===== src/rtl/crash_pkg.sv =====
// Shared types and helpers for the crash and lives controller.
// Holds the controller state encoding and the sprite opacity test.
package crash_pkg;

    typedef enum logic [1:0] {
        PLAY,
        CRASH,
        INVULN,
        OVER
    } crash_state_t;

    // Blink toggles once per this many frames while invulnerable.
    localparam int BLINK_PERIOD = 8;

    // A sprite pixel collides only when drawn and outside the clear range.
    function automatic logic is_opaque(
        input logic        draw,
        input logic [31:0] addr,
        input logic [31:0] clear_max
    );
        return draw && (addr > clear_max);
    endfunction

endpackage


===== src/rtl/frame_counter.sv =====
// Frame counter shared by the timed crash states.
// Raises done on the frame pulse that completes the terminal count.
module frame_counter #(
    parameter int CW = 7
) (
    input  logic          clk,
    input  logic          reset_n,
    input  logic          clear_i,
    input  logic          en_i,
    input  logic          frame_start_i,
    input  logic [CW-1:0] term_i,
    output logic [CW-1:0] count_o,
    output logic          done_o
);

    logic [CW-1:0] count_q;
    logic [CW-1:0] count_d;

    // Next count: clear wins, otherwise step once per counted frame.
    always_comb begin
        count_d = count_q;
        if (clear_i) begin
            count_d = '0;
        end else if (en_i && frame_start_i) begin
            count_d = count_q + CW'(1);
        end
    end

    // Count register.
    always_ff @(posedge clk or negedge reset_n) begin
        if (!reset_n) begin
            count_q <= '0;
        end else begin
            count_q <= count_d;
        end
    end

    assign count_o = count_q;
    assign done_o  = en_i && frame_start_i && (count_q == term_i);

endmodule


===== src/rtl/crash_monitor.sv =====
// Crash detection and lives controller for the racing game.
// Flags car/NPC sprite overlap and sequences crash, immunity, game over.
module crash_monitor
    import crash_pkg::*;
#(
    parameter int                NUM_NPC       = 4,
    parameter int                ADDR_W        = 8,
    parameter logic [ADDR_W-1:0] CLEAR_MAX     = 8'h05,
    parameter int                LIVES         = 3,
    parameter int                CRASH_FRAMES  = 60,
    parameter int                INVULN_FRAMES = 120,
    parameter logic [7:0]        RESTART_KEY   = 8'h15,
    localparam int               HW   = (NUM_NPC > 1) ? $clog2(NUM_NPC) : 1,
    localparam int               LW   = $clog2(LIVES + 1),
    localparam int               FMAX = (CRASH_FRAMES > INVULN_FRAMES) ?
                                        CRASH_FRAMES : INVULN_FRAMES,
    localparam int               CW   = (FMAX > 1) ? $clog2(FMAX) : 1
) (
    input  logic                      clk,
    input  logic                      reset_n,
    input  logic                      draw_car,
    input  logic [ADDR_W-1:0]         car_addr,
    input  logic [NUM_NPC-1:0]        draw_npc,
    input  logic [NUM_NPC*ADDR_W-1:0] npc_addr,
    input  logic                      frame_start,
    input  logic [7:0]                keycode,
    output logic                      crash_pulse,
    output logic [HW-1:0]             hit_idx,
    output logic [LW-1:0]             lives_left,
    output logic                      freeze,
    output logic                      blink,
    output logic                      game_over
);

    crash_state_t  state_q, state_d;
    logic [LW-1:0] lives_q, lives_d;
    logic [HW-1:0] hit_idx_q, hit_idx_d;
    logic          pulse_q, pulse_d;
    logic          freeze_q, freeze_d;
    logic          blink_q, blink_d;
    logic          over_q, over_d;

    logic          hit;
    logic [HW-1:0] hit_sel;
    logic          cnt_en;
    logic          cnt_clear;
    logic [CW-1:0] cnt_term;
    logic [CW-1:0] cnt;
    logic          cnt_done;
    logic          restart;

    // Overlap test and lowest-index priority encode of opaque NPCs.
    always_comb begin
        hit     = 1'b0;
        hit_sel = '0;
        if (is_opaque(draw_car, 32'(car_addr), 32'(CLEAR_MAX))) begin
            for (int i = NUM_NPC - 1; i >= 0; i--) begin
                if (is_opaque(draw_npc[i],
                              32'(npc_addr[i*ADDR_W +: ADDR_W]),
                              32'(CLEAR_MAX))) begin
                    hit     = 1'b1;
                    hit_sel = HW'(i);
                end
            end
        end
    end

    assign restart   = (keycode == RESTART_KEY);
    assign cnt_en    = (state_q == CRASH) || (state_q == INVULN);
    assign cnt_clear = (state_d != state_q);
    assign cnt_term  = (state_q == CRASH) ? CW'(CRASH_FRAMES - 1)
                                          : CW'(INVULN_FRAMES - 1);

    frame_counter #(
        .CW (CW)
    ) u_frame_counter (
        .clk           (clk),
        .reset_n       (reset_n),
        .clear_i       (cnt_clear),
        .en_i          (cnt_en),
        .frame_start_i (frame_start),
        .term_i        (cnt_term),
        .count_o       (cnt),
        .done_o        (cnt_done)
    );

    // State register.
    always_ff @(posedge clk or negedge reset_n) begin
        if (!reset_n) begin
            state_q <= PLAY;
        end else begin
            state_q <= state_d;
        end
    end

    // Next-state logic; hits only matter while playing.
    always_comb begin
        state_d = state_q;
        unique case (state_q)
            PLAY: begin
                if (hit) begin
                    state_d = CRASH;
                end
            end
            CRASH: begin
                if (cnt_done) begin
                    state_d = (lives_q == '0) ? OVER : INVULN;
                end
            end
            INVULN: begin
                if (cnt_done) begin
                    state_d = PLAY;
                end
            end
            OVER: begin
                if (restart) begin
                    state_d = PLAY;
                end
            end
            default: state_d = PLAY;
        endcase
    end

    // Output next values, computed from the transition being taken.
    always_comb begin
        lives_d   = lives_q;
        hit_idx_d = hit_idx_q;
        blink_d   = blink_q;
        pulse_d   = 1'b0;
        unique case (state_q)
            PLAY: begin
                blink_d = 1'b0;
                if (hit) begin
                    lives_d   = (lives_q == '0) ? '0 : lives_q - LW'(1);
                    hit_idx_d = hit_sel;
                    pulse_d   = 1'b1;
                end
            end
            CRASH: begin
                blink_d = cnt_done && (lives_q != '0);
            end
            INVULN: begin
                if (cnt_done) begin
                    blink_d = 1'b0;
                end else if (frame_start &&
                             ((cnt & CW'(BLINK_PERIOD - 1)) ==
                              CW'(BLINK_PERIOD - 1))) begin
                    blink_d = ~blink_q;
                end
            end
            OVER: begin
                blink_d = 1'b0;
                if (restart) begin
                    lives_d   = LW'(LIVES);
                    hit_idx_d = '0;
                end
            end
            default: blink_d = 1'b0;
        endcase
        freeze_d = (state_d == CRASH) || (state_d == OVER);
        over_d   = (state_d == OVER);
    end

    // Registered outputs.
    always_ff @(posedge clk or negedge reset_n) begin
        if (!reset_n) begin
            lives_q   <= LW'(LIVES);
            hit_idx_q <= '0;
            pulse_q   <= 1'b0;
            freeze_q  <= 1'b0;
            blink_q   <= 1'b0;
            over_q    <= 1'b0;
        end else begin
            lives_q   <= lives_d;
            hit_idx_q <= hit_idx_d;
            pulse_q   <= pulse_d;
            freeze_q  <= freeze_d;
            blink_q   <= blink_d;
            over_q    <= over_d;
        end
    end

    assign crash_pulse = pulse_q;
    assign hit_idx     = hit_idx_q;
    assign lives_left  = lives_q;
    assign freeze      = freeze_q;
    assign blink       = blink_q;
    assign game_over   = over_q;

endmodule


===== config.mk =====
export PLATFORM = sky130hd
export DESIGN_NAME = crash_monitor
export DESIGN_NICKNAME = d
export VERILOG_FILES = /design/src/rtl/crash_pkg.sv /design/src/rtl/frame_counter.sv /design/src/rtl/crash_monitor.sv
export SDC_FILE = /design/constraint.sdc
export NUM_CORES = 1
export LEC_CHECK = 0
export ABC_CLOCK_PERIOD_IN_PS = 1900
export CORE_MARGIN = 5
export CORE_UTILIZATION = 35
export DETAILED_ROUTE_END_ITERATION = 10
export PLACE_DENSITY = 0.77
export SYNTH_ARGS = -nofsm -noshare
export SYNTH_HDL_FRONTEND = slang
export SYNTH_SLANG_ARGS = --single-unit

===== constraint.sdc =====
create_clock -name clk -period 1.9 [get_ports clk]
set_input_delay 0.285 -clock clk [delete_from_list [all_inputs] [get_ports clk]]
set_output_delay 0.285 -clock clk [all_outputs]
set_load 0.1 [all_outputs]

==> metrics.yaml <==
outcome:
  status: "finished, violations left"
  violations: "negative setup slack"
synth:
  yosysTopAreaCell: "dfrtp_1"
  ys_seq_area_frac: 0.347
  synth_cells: 111
  synth_top_cell_area_share: 0.302
  ys.flop_type: "dfrtp_1"
  ys_seq_elements: 16
  synth-edff-count: 0
  yosys-top-cells-area: "dfrtp_1 30%, ha_1 7.6%, o41ai_4 7.1%, dfstp_2 4.5%, a211o_1 3.8%"
  synth_area_um2: 1160
  ys_top_cells_by_count: "14 x dfrtp_1, 9 x nand2_1"
  yosysWarnings: 0
  yosysMostFrequentCell: "dfrtp_1"
  syn-num-nets: 174
  postSynth.asyncResetShare: 1.00
  avgSynthCellArea_um2: 10.4
  synth_cell_types: 42
detailed_routing:
  antenna_left: 0
  drt_first_pass_iters: 5
  wl_mm: 3.88
  vias: 1227
  drt-initial-drc-count: 58
  wire_per_inst_um: 16.4
  vias_per_cell: 5.18
  drcViolationCount: 0
sta:
  worstMarginPinSlew_ps: 410
  rsz0062_at_grt: "yes"
  finalHoldViolations: 0
  setup_viol: 1
  slew_violations: 0
  max_freq_mhz: 526
  slew_headroom: 0.726
  clock_skew_ps: 2.96
  fin_ws_ps: -2.93
  finalCriticalPeriod_ps: 1900
  fin_crit_sh: 1.00
cts:
  cts_max_level: 1
  cts_tree: "built"
  clock_latency_ps: 290
  cts_buffers: 3
  cts_num_sinks: 16
  clk_pin_slew_ps: 100
  clk_path_buf_depth: 2
  postCtsHoldBufs: 0
  cts-root-buf: "clkbuf_4"
power:
  seq_power_share: 0.253
  switchingPower_uw: 968
  p_int_uw: 1090
  pwr-share-comb: 0.634
  clock_power_share: 0.113
  power.density_nw_per_um2: 983
  total_leakage_power_uw: 0.000931
  max-vdd-ir-drop_mv: 0.576
  p_sw_frac: 0.469
worst_setup_path:
  path_depth: 7
  cp_num_buf_inv: 1
  crit_chain: "ha_4 > and4bb_2 > o2111ai_4 > inv_2 > o221ai_4 > o21ai_4 > nor3_2"
  crit_start: "state_q[0]$_DFF_PN0_"
  rr_worst_depth: 7
  critPathKind: "reg -> reg"
  worstReg2RegEnd: "u_frame_counter.count_o[4]$_DFFE_PN0P_"
  crit_path_end_kind: "flip-flop"
  max_stage_delay_ps: 520
  reg2reg_setup_slack_ps: -3
  endpoint: "u_frame_counter.count_o[4]$_DFFE_PN0P_"
  required_ps: 2080
  arrival_ps: 2080
  timing.rr.start: "state_q[0]$_DFF_PN0_"
  crit_family: "compound AO/OA/AOI/OAI gates"
  worst-path-max-fanout: 7
  crit_slowest_cell: "dfrtp_4"
  crit_path_start_kind: "flip-flop"
finish:
  fillers: 254
  final_util: 0.639
  layout.nets: 255
  layout-drive-gt1-share: 0.330
  instances_no_fill: 237
  n_antenna_cell: 0
  area_growth_pct: 81.0
job:
  max-cap-violations: 0
hold_path:
  holdCritPathClass: "in -> async"
placement:
  io_buffers: 58
  dpl.cell_count: 227
  place_hpwl_mm: 3.05
  pre_cts_ws_ps: -321
  gp_congestion: 0.826
global_route:
  antenna_found_initial: 0
  grt_pass1_vias: 1299
  grt_pass1_wl_mm: 5.93
  grtUsageTotal: 0.171
  grt_overflow: 0
  grt_max_degree: 11
die:
  die_area_um2: 4570
  design.portCount: 64
  core-area_um2: 3280
  die_w_um: 67.6
  initial_utilization: 0.353
  die_h_um: 67.6
  fp-row-count: 21
==> power groups by stage <==
stage | clock, µW | sequential, µW | combinational, µW
after floorplan | 0 | 824 | 441
after global placement | 0 | 515 | 1160
after detailed placement | 0 | 529 | 1200
after CTS | 237 | 521 | 1290
after global routing | 253 | 531 | 1400
final | 233 | 522 | 1310
==> kinds of logic (layout without fill, tap and decap cells) <==
group / count (synthesis) / after routing / share of synthesized area
compound gates: 32 / 32 / 0.288
fa+ha+maj: 7 / 7 / 0.0755
mux: 3 / 3 / 0.0302
buf+inv: 9 / 89 / 0.0302
flops: 16 / 16 / 0.347
xor+xnor: 5 / 5 / 0.0378
simple gates: 39 / 39 / 0.191
==> sequential cells by signal, summed over array words and instances, names as in the netlist <==
name / cells
crash_pulse: 1
lives_left: 2
game_over: 1
state_q: 2
u_frame_counter.count_o: 7
blink: 1
hit_idx: 2
==> cell type report <==
type                    instances  area [µm²]  area share
multi-input cells              86         820       0.390
well taps                      46        57.6      0.0274
inverters                       7        26.3      0.0125
clock buffers                   4        36.3      0.0173
flip-flops and latches         16         407       0.194
repair buffers                 78         753       0.359
==> per-stage QoR <==
stage / power (µW) / area, µm² / TNS (ps) / hold WS [ps]
after global routing: 2180 / 2100 / -618 / 264
after floorplan: 1260 / 1200 / -1680 / -10.6
after global placement: 1680 / 1950 / -2780 / 499
final: 2060 / 2100 / -2.93 / 246
after detailed placement: 1730 / 1950 / -3090 / 510
after CTS: 2050 / 2050 / -12.2 / 257
==> placed cells by master (no fill, tap or decap), drive strengths merged, types with 2 or more instances in the layout <==
cell           count
clkdlybuf4s50     42
buf               28
dfrtp             14
nand2              9
nor2               7
nor3               7
inv                7
ha                 7
a21oi              6
a211o              5
xor2               5
o41ai              5
dlygate4sd2        4
dlymetal6s2s       4
clkbuf             4
nor4               3
o21ai              3
and4bb             2
and3               2
nand4              2
mux2i              2
dfstp              2
a21boi             2
and2               2
==> metal layers <==
| layer | vias to the layer above | track usage | wire length [µm] |
|---|---|---|---|
| li1 | 584 | - | - |
| met1 | 575 | 0.174 | 1470 |
| met2 | 61 | 0.324 | 1880 |
| met3 | 7 | 0.0599 | 482 |
| met4 | 0 | 0.0456 | 53 |
| met5 | - | 0 | 0 |
==> worst min-delay path by stage <==
stage	from	end	slack (ps)	depth (start not counted)
detailed placement	hit_idx[0]$_DFFE_PN0P_	hit_idx[0]$_DFFE_PN0P_	510	1
CTS	reset_n	blink$_DFFE_PN0P_	260	1
global placement	hit_idx[0]$_DFFE_PN0P_	hit_idx[0]$_DFFE_PN0P_	500	1
global route	reset_n	blink$_DFFE_PN0P_	260	1
finish	reset_n	blink$_DFFE_PN0P_	250	1
floorplan	reset_n	blink$_DFFE_PN0P_	-10	0
==> what timing repair did <==
item                                    in CTS  in global routing
setup buffers                                2                  4
hold endpoints to repair                     0                  0
pin swaps                                    9                  5
endpoints found under the setup margin       9                 10
gates resized for setup                     16                  6
No activity file was read; power rests on OpenSTA's default activity.
